`src/rtl/noc_port_arbiter.sv`:
```
// Packet-level round-robin arbiter: several input FIFOs share one output port.
// A port that starts a packet keeps the output until its tail flit transfers.
module noc_port_arbiter #(
    parameter int NUM_IN = 5,
    parameter int WIDTH  = 64
) (
    input  logic                    clk,
    input  logic                    rst_n,
    input  logic [NUM_IN*WIDTH-1:0] in_data,
    input  logic [NUM_IN-1:0]       in_valid,
    input  logic [NUM_IN-1:0]       in_tail,
    output logic [NUM_IN-1:0]       in_ready,
    output logic [WIDTH-1:0]        out_data,
    output logic                    out_valid,
    output logic                    out_tail,
    input  logic                    out_ready,
    output logic [NUM_IN-1:0]       grant,
    output logic                    locked,
    output logic [15:0]             pkt_count
);

    localparam int IDX_W = $clog2(NUM_IN);
    localparam logic [IDX_W:0] NUM_EXT = (IDX_W+1)'(NUM_IN);

    localparam logic [0:0] IDLE   = 1'b0;
    localparam logic [0:0] LOCKED = 1'b1;

    logic [0:0]       state;
    logic [IDX_W-1:0] owner;
    logic [IDX_W-1:0] rr_ptr;
    logic [IDX_W-1:0] cand;
    logic [IDX_W-1:0] sel;
    logic [IDX_W:0]   idx_sum;
    logic             any_valid;
    logic             transfer;
    logic             tail_xfer;

    function automatic logic [IDX_W-1:0] next_ptr(input logic [IDX_W-1:0] p);
        return (p == IDX_W'(NUM_IN - 1)) ? '0 : p + 1'b1;
    endfunction

    assign locked    = (state == LOCKED);
    assign any_valid = |in_valid;

    // Scan downward so the last hit is the first valid port at or after rr_ptr.
    always_comb begin
        cand    = '0;
        idx_sum = '0;
        for (int k = NUM_IN - 1; k >= 0; k--) begin
            idx_sum = {1'b0, rr_ptr} + (IDX_W+1)'(k);
            if (idx_sum >= NUM_EXT) begin
                idx_sum = idx_sum - NUM_EXT;
            end
            if (in_valid[idx_sum[IDX_W-1:0]]) begin
                cand = idx_sum[IDX_W-1:0];
            end
        end
    end

    // A locked owner keeps its grant even through a bubble in its packet.
    always_comb begin
        sel      = locked ? owner : cand;
        grant    = '0;
        out_data = '0;
        out_tail = 1'b0;
        for (int i = 0; i < NUM_IN; i++) begin
            if (sel == IDX_W'(i)) begin
                grant[i] = locked || any_valid;
                out_data = in_data[i*WIDTH +: WIDTH];
                out_tail = in_tail[i];
            end
        end
    end

    assign out_valid = |(grant & in_valid);
    assign in_ready  = {NUM_IN{out_ready}} & grant;
    assign transfer  = out_valid && out_ready;
    assign tail_xfer = transfer && out_tail;

    // Locking on a stalled head flit keeps out_data stable until it is accepted.
    always_ff @(posedge clk) begin
        if (!rst_n) begin
            state     <= IDLE;
            owner     <= '0;
            rr_ptr    <= '0;
            pkt_count <= '0;
        end else begin
            if (tail_xfer) begin
                pkt_count <= pkt_count + 16'd1;
            end
            case (state)
                IDLE: begin
                    if (any_valid) begin
                        if (tail_xfer) begin
                            rr_ptr <= next_ptr(cand);
                        end else begin
                            state <= LOCKED;
                            owner <= cand;
                        end
                    end
                end
                default: begin
                    if (tail_xfer) begin
                        state  <= IDLE;
                        rr_ptr <= next_ptr(owner);
                    end
                end
            endcase
        end
    end

endmodule

```
`config.mk`:
```
export PLATFORM = sky130hd
export DESIGN_NAME = noc_port_arbiter
export DESIGN_NICKNAME = d
export VERILOG_FILES = /design/src/rtl/noc_port_arbiter.sv
export SDC_FILE = /design/constraint.sdc
export NUM_CORES = 1
export LEC_CHECK = 0
export ABC_AREA = 0
export BUFFER_PORTS_ARGS = -buffer_cell sky130_fd_sc_hd__buf_2
export CAP_MARGIN = 0
export CORE_AREA = 8 8 161 163
export DETAILED_ROUTE_END_ITERATION = 6
export DIE_AREA = 0 0 169 171
export SETUP_SLACK_MARGIN = 0.2
export SLEW_MARGIN = 20
export SYNTH_ARGS = -nofsm -noshare
export SYNTH_HDL_FRONTEND = slang
export SYNTH_SLANG_ARGS = --single-unit
```
`constraint.sdc`:
```
create_clock -name clk -period 12.81 [get_ports clk]
set_input_delay 0 -clock clk [delete_from_list [all_inputs] [get_ports clk]]
set_output_delay 0 -clock clk [all_outputs]
set_load 0.02 [all_outputs]
```
==> summary.md <==
| Metric | Value |
|---|---|
| Result of the run | finished clean |
| Ratio of cells with drive above 1 in the final layout | 0.3897 |
| Sum of negative setup slack | 0 ns |
| Setup clock skew after layout | approximately 0.0026 ns |
| Sort of element at the start of the critical path | register |
| Initial antenna violation count | 3 |
| Cell type of the slowest stage on the worst timing path | a221oi_1 |
| Post-route core utilization | 0.3117 |
| Share of synthesized area occupied by flip-flops and latches | 0.09586 |
| Unrepaired setup endpoints after global routing | false |
| CP Capture Type | output pin |
| Initial DRC Count | 436 |
| Starting utilization of the core area | 0.2065 |
| Req. time, crit path | 12.81 ns |
| Measured slew at the worst slew-check pin | roughly 1.1 ns |
| Max-capacitance violation count | 0 |
| Chip width | approximately 170 um |
| Non-filler cells in the finished layout | 1486 |
| Highest clock rate | between 150 and 200 MHz |
| Series of cell instances along the critical path | inv_1 -> ha_1 -> a221oi_1 -> mux2_2 -> o32ai_1 -> nand2_1 -> nand2_1 -> o21a_1 -> nand2_2 -> nor2_4 -> buf_4 -> a21oi_1 -> o21ai_0 -> buf_2 |
| Ys flop type | dfxtp_1 |
| Number of instances in the synthesized netlist | about 800 |
| Most area-consuming cells after synthesis | a21oi_1 16%, nand2_1 13%, a22oi_1 10%, dfxtp_1 9.6%, o21ai_0 8.4% |
| Launching point of the worst reg2reg path | rr_ptr[1] |
| Area growth from synthesis to layout | 50.95% |
| Post-synthesis sequential element count | 23 |
| Die height | 171 um |
| Type of the worst setup path | reg2out |
| Ports | 426 |
| Overall overflow remaining after global route | 0 |
| Count of nets after finishing | roughly 1500 |
| Clk Latency, worst-skew pair | 0.25 ns |
| Maximum number of pins on one net before global-route repair | 69 |
| Number of standard-cell rows in the floorplan | 56 |
| TritonCTS clock tree | built |
| Cts hold-fix bufs | 0 |
| Number of cells upsized or downsized after cts | 0 |
| Commonest cells in the synthesized netlist | 166 x nand2_1, 153 x a21oi_1, 81 x o21ai_0 |
| Number of unique standard cell types used by synthesis | 64 |
| Core box area | 23260 um2 |
| Slew headroom | 0.2906 |
| Worst hold start | rst_n |
| DRC errors left | 0 |
| Number of pins exceeding their max-slew limit in the final report | 0 |
| 1st-pass router iterations | 5 |
| Post-CTS setup buffer count | 0 |
| Class of the most critical hold timing path | in2reg |
| Number of buffers on the longest clock path | 2 |
| Total wire length after detailed routing | between 30000 and 40000 um |
| Netlist area before placement | 4803 um2 |
| Final routed wire length divided by cell count | 21.39 um |
| Syn nets | 1145 |
| Largest stage delay, worst path | 0.74 ns |
| Number of cells on the critical path | 14 |
| Number of buffer and inverter instances along the worst setup path | 3 |
| Area leader, netlist | a21oi_1 |
| Number of placed instances with taps included | 1480 |
| Clock edge transition at the registers on the reported setup and hold paths | 0.06 ns |
| Data arrival time at the worst-slack endpoint | 5.90 ns |
| Avg Inst Size Synth | 6.019 um2 |
| Number of global-route vias before repair | 7469 |
| Vias | 7674 |
| Clock root cell | clkbuf_16 |
| CTS H-tree depth | 1 |
| Logic depth of the worst register-to-register path | 14 |
| Post-detail-place hpwl | 26030 um |
| Yosys warnings | 0 |
| Overall die area | 28900 um2 |
| Clock tree sinks | 23 |
| Post-route ant nets | 0 |
| Share of flip-flops with an asynchronous set or reset | 0 |
| Share of the cycle needed by the critical path after routing | 0.4605 |
| Input/output buffers | around 430 |
| Worst hold path cell count | 3 |
| Fraction of post-synthesis cell area in the top cell type by area | 0.1594 |
| Family with the most delay on the worst path | compound AO/OA/AOI/OAI gates |
| Last weighted congestion value of the routability-driven placer | 0.8961 |
| Cell with the most instances after synthesis | nand2_1 |
| Most frequent cell on the critical path | nand2_1 |
| Hold violation total from the final report | 0 |
| TritonCTS buffer count | 3 |
| Ratio of routed vias to standard cells | a little over 5 |
| Period minus WS final | between 5 and 6 ns |
| Global-route wire length before repair | 45260 um |
| Combined global-route utilization of all metal layers | 0.2000 |
| CP Launch Point | rr_ptr[1] |
| Worst hold margin | 0.2174 ns |
| Post-synth EDFFs | 0 |
| Count of filler cells inserted in the layout | 2653 |
| Number of endpoints failing setup at the final stage | 0 |
| Critical path peak fanout | 64 |
registers in the layout (all words and copies together), names as in the netlist:
register / cells
rr_ptr: 3
locked: 1
owner: 3
pkt_count: 16
worst reg2reg max path: cells and delay by family (launching register included):
kind	cells	cell delay (ns)
compound gates	7	3.04
simple gates	2	0.80
flops	1	0.64
mux	2	0.56
buf+inv	2	0.43
fa+ha+maj	1	0.29
cell usage in the layout, fill, tap and decap left out, types with 3 or more instances in the layout:
cell type,Yosys,final
or3_1,7,7
nand2_1,166,165
nor4_1,7,7
nand2b_1,17,17
inv_1,14,14
a211oi_1,9,9
a22oi_1,65,65
o41ai_1,6,6
o311ai_0,4,4
nand3_1,18,18
and2_1,8,8
nand4_1,3,3
ha_1,13,13
nor3_1,10,9
mux4_2,4,4
o31ai_1,9,8
mux2_2,3,3
clkbuf_16,0,3
nor2_1,19,17
o21ai_0,81,81
a221oi_1,3,3
xnor2_1,3,3
a211o_1,3,3
buf_4,0,10
a21oi_1,153,153
or4_1,8,8
dfxtp_1,23,23
mux2i_1,17,17
buf_2,3,425
and3_1,9,9
a32oi_1,3,3
final timing paths:
| check | slack [ns] | endpoint |
|---|---|---|
| worst min register to register | 0.48 | pkt_count[15] |
| worst min-delay path | 0.22 | owner[2] |
| worst max-delay path | 6.91 | out_data[29] |
| worst max register to register | 6.92 | owner[1] |
cell type report:
type                            instances  area [um2]  area share
Multi-Input combinational cell        687        4045      0.5579
Timing Repair Buffer                  435        2202      0.3037
Sequential cell                        23       460.4     0.06350
Tap cell                              319       399.1     0.05505
Clock buffer                            4       78.83     0.01087
Inverter                               16       60.06    0.008283
Antenna cell                            2       5.005   0.0006903
cell families after synthesis:
| logic type | count (synthesis) | synth area share |
|---|---|---|
| buffers and inverters | 88 | 0.06955 |
| and+or+nand+nor | 282 | 0.2678 |
| muxes | 24 | 0.06121 |
| adders and majority gates | 14 | 0.03803 |
| AOI/OAI and AO/OA | 364 | 0.4621 |
| xor gates and xnor gates | 3 | 0.005471 |
| DFF | 23 | 0.09586 |
metrics by stage:
step	setup slack, ns	cell area, um2
after floorplan	8.194	4803
after global placement	7.081	7167
after detailed placement	6.993	7167
after CTS	6.897	7246
after global routing	6.496	7251
final	6.911	7251
routing by layer:
layer	global-route usage	share of wire	vias up
met2	0.3586	0.51	383
met5	0	0	-
met3	0.03780	0.071	36
li1	-	-	3690
met4	0.07888	0.037	0
met1	0.2316	0.38	3565
Power is left out: the tool's default activity adds up to more than one toggle a clock period on the data nets, which glitch-free logic cannot reach.
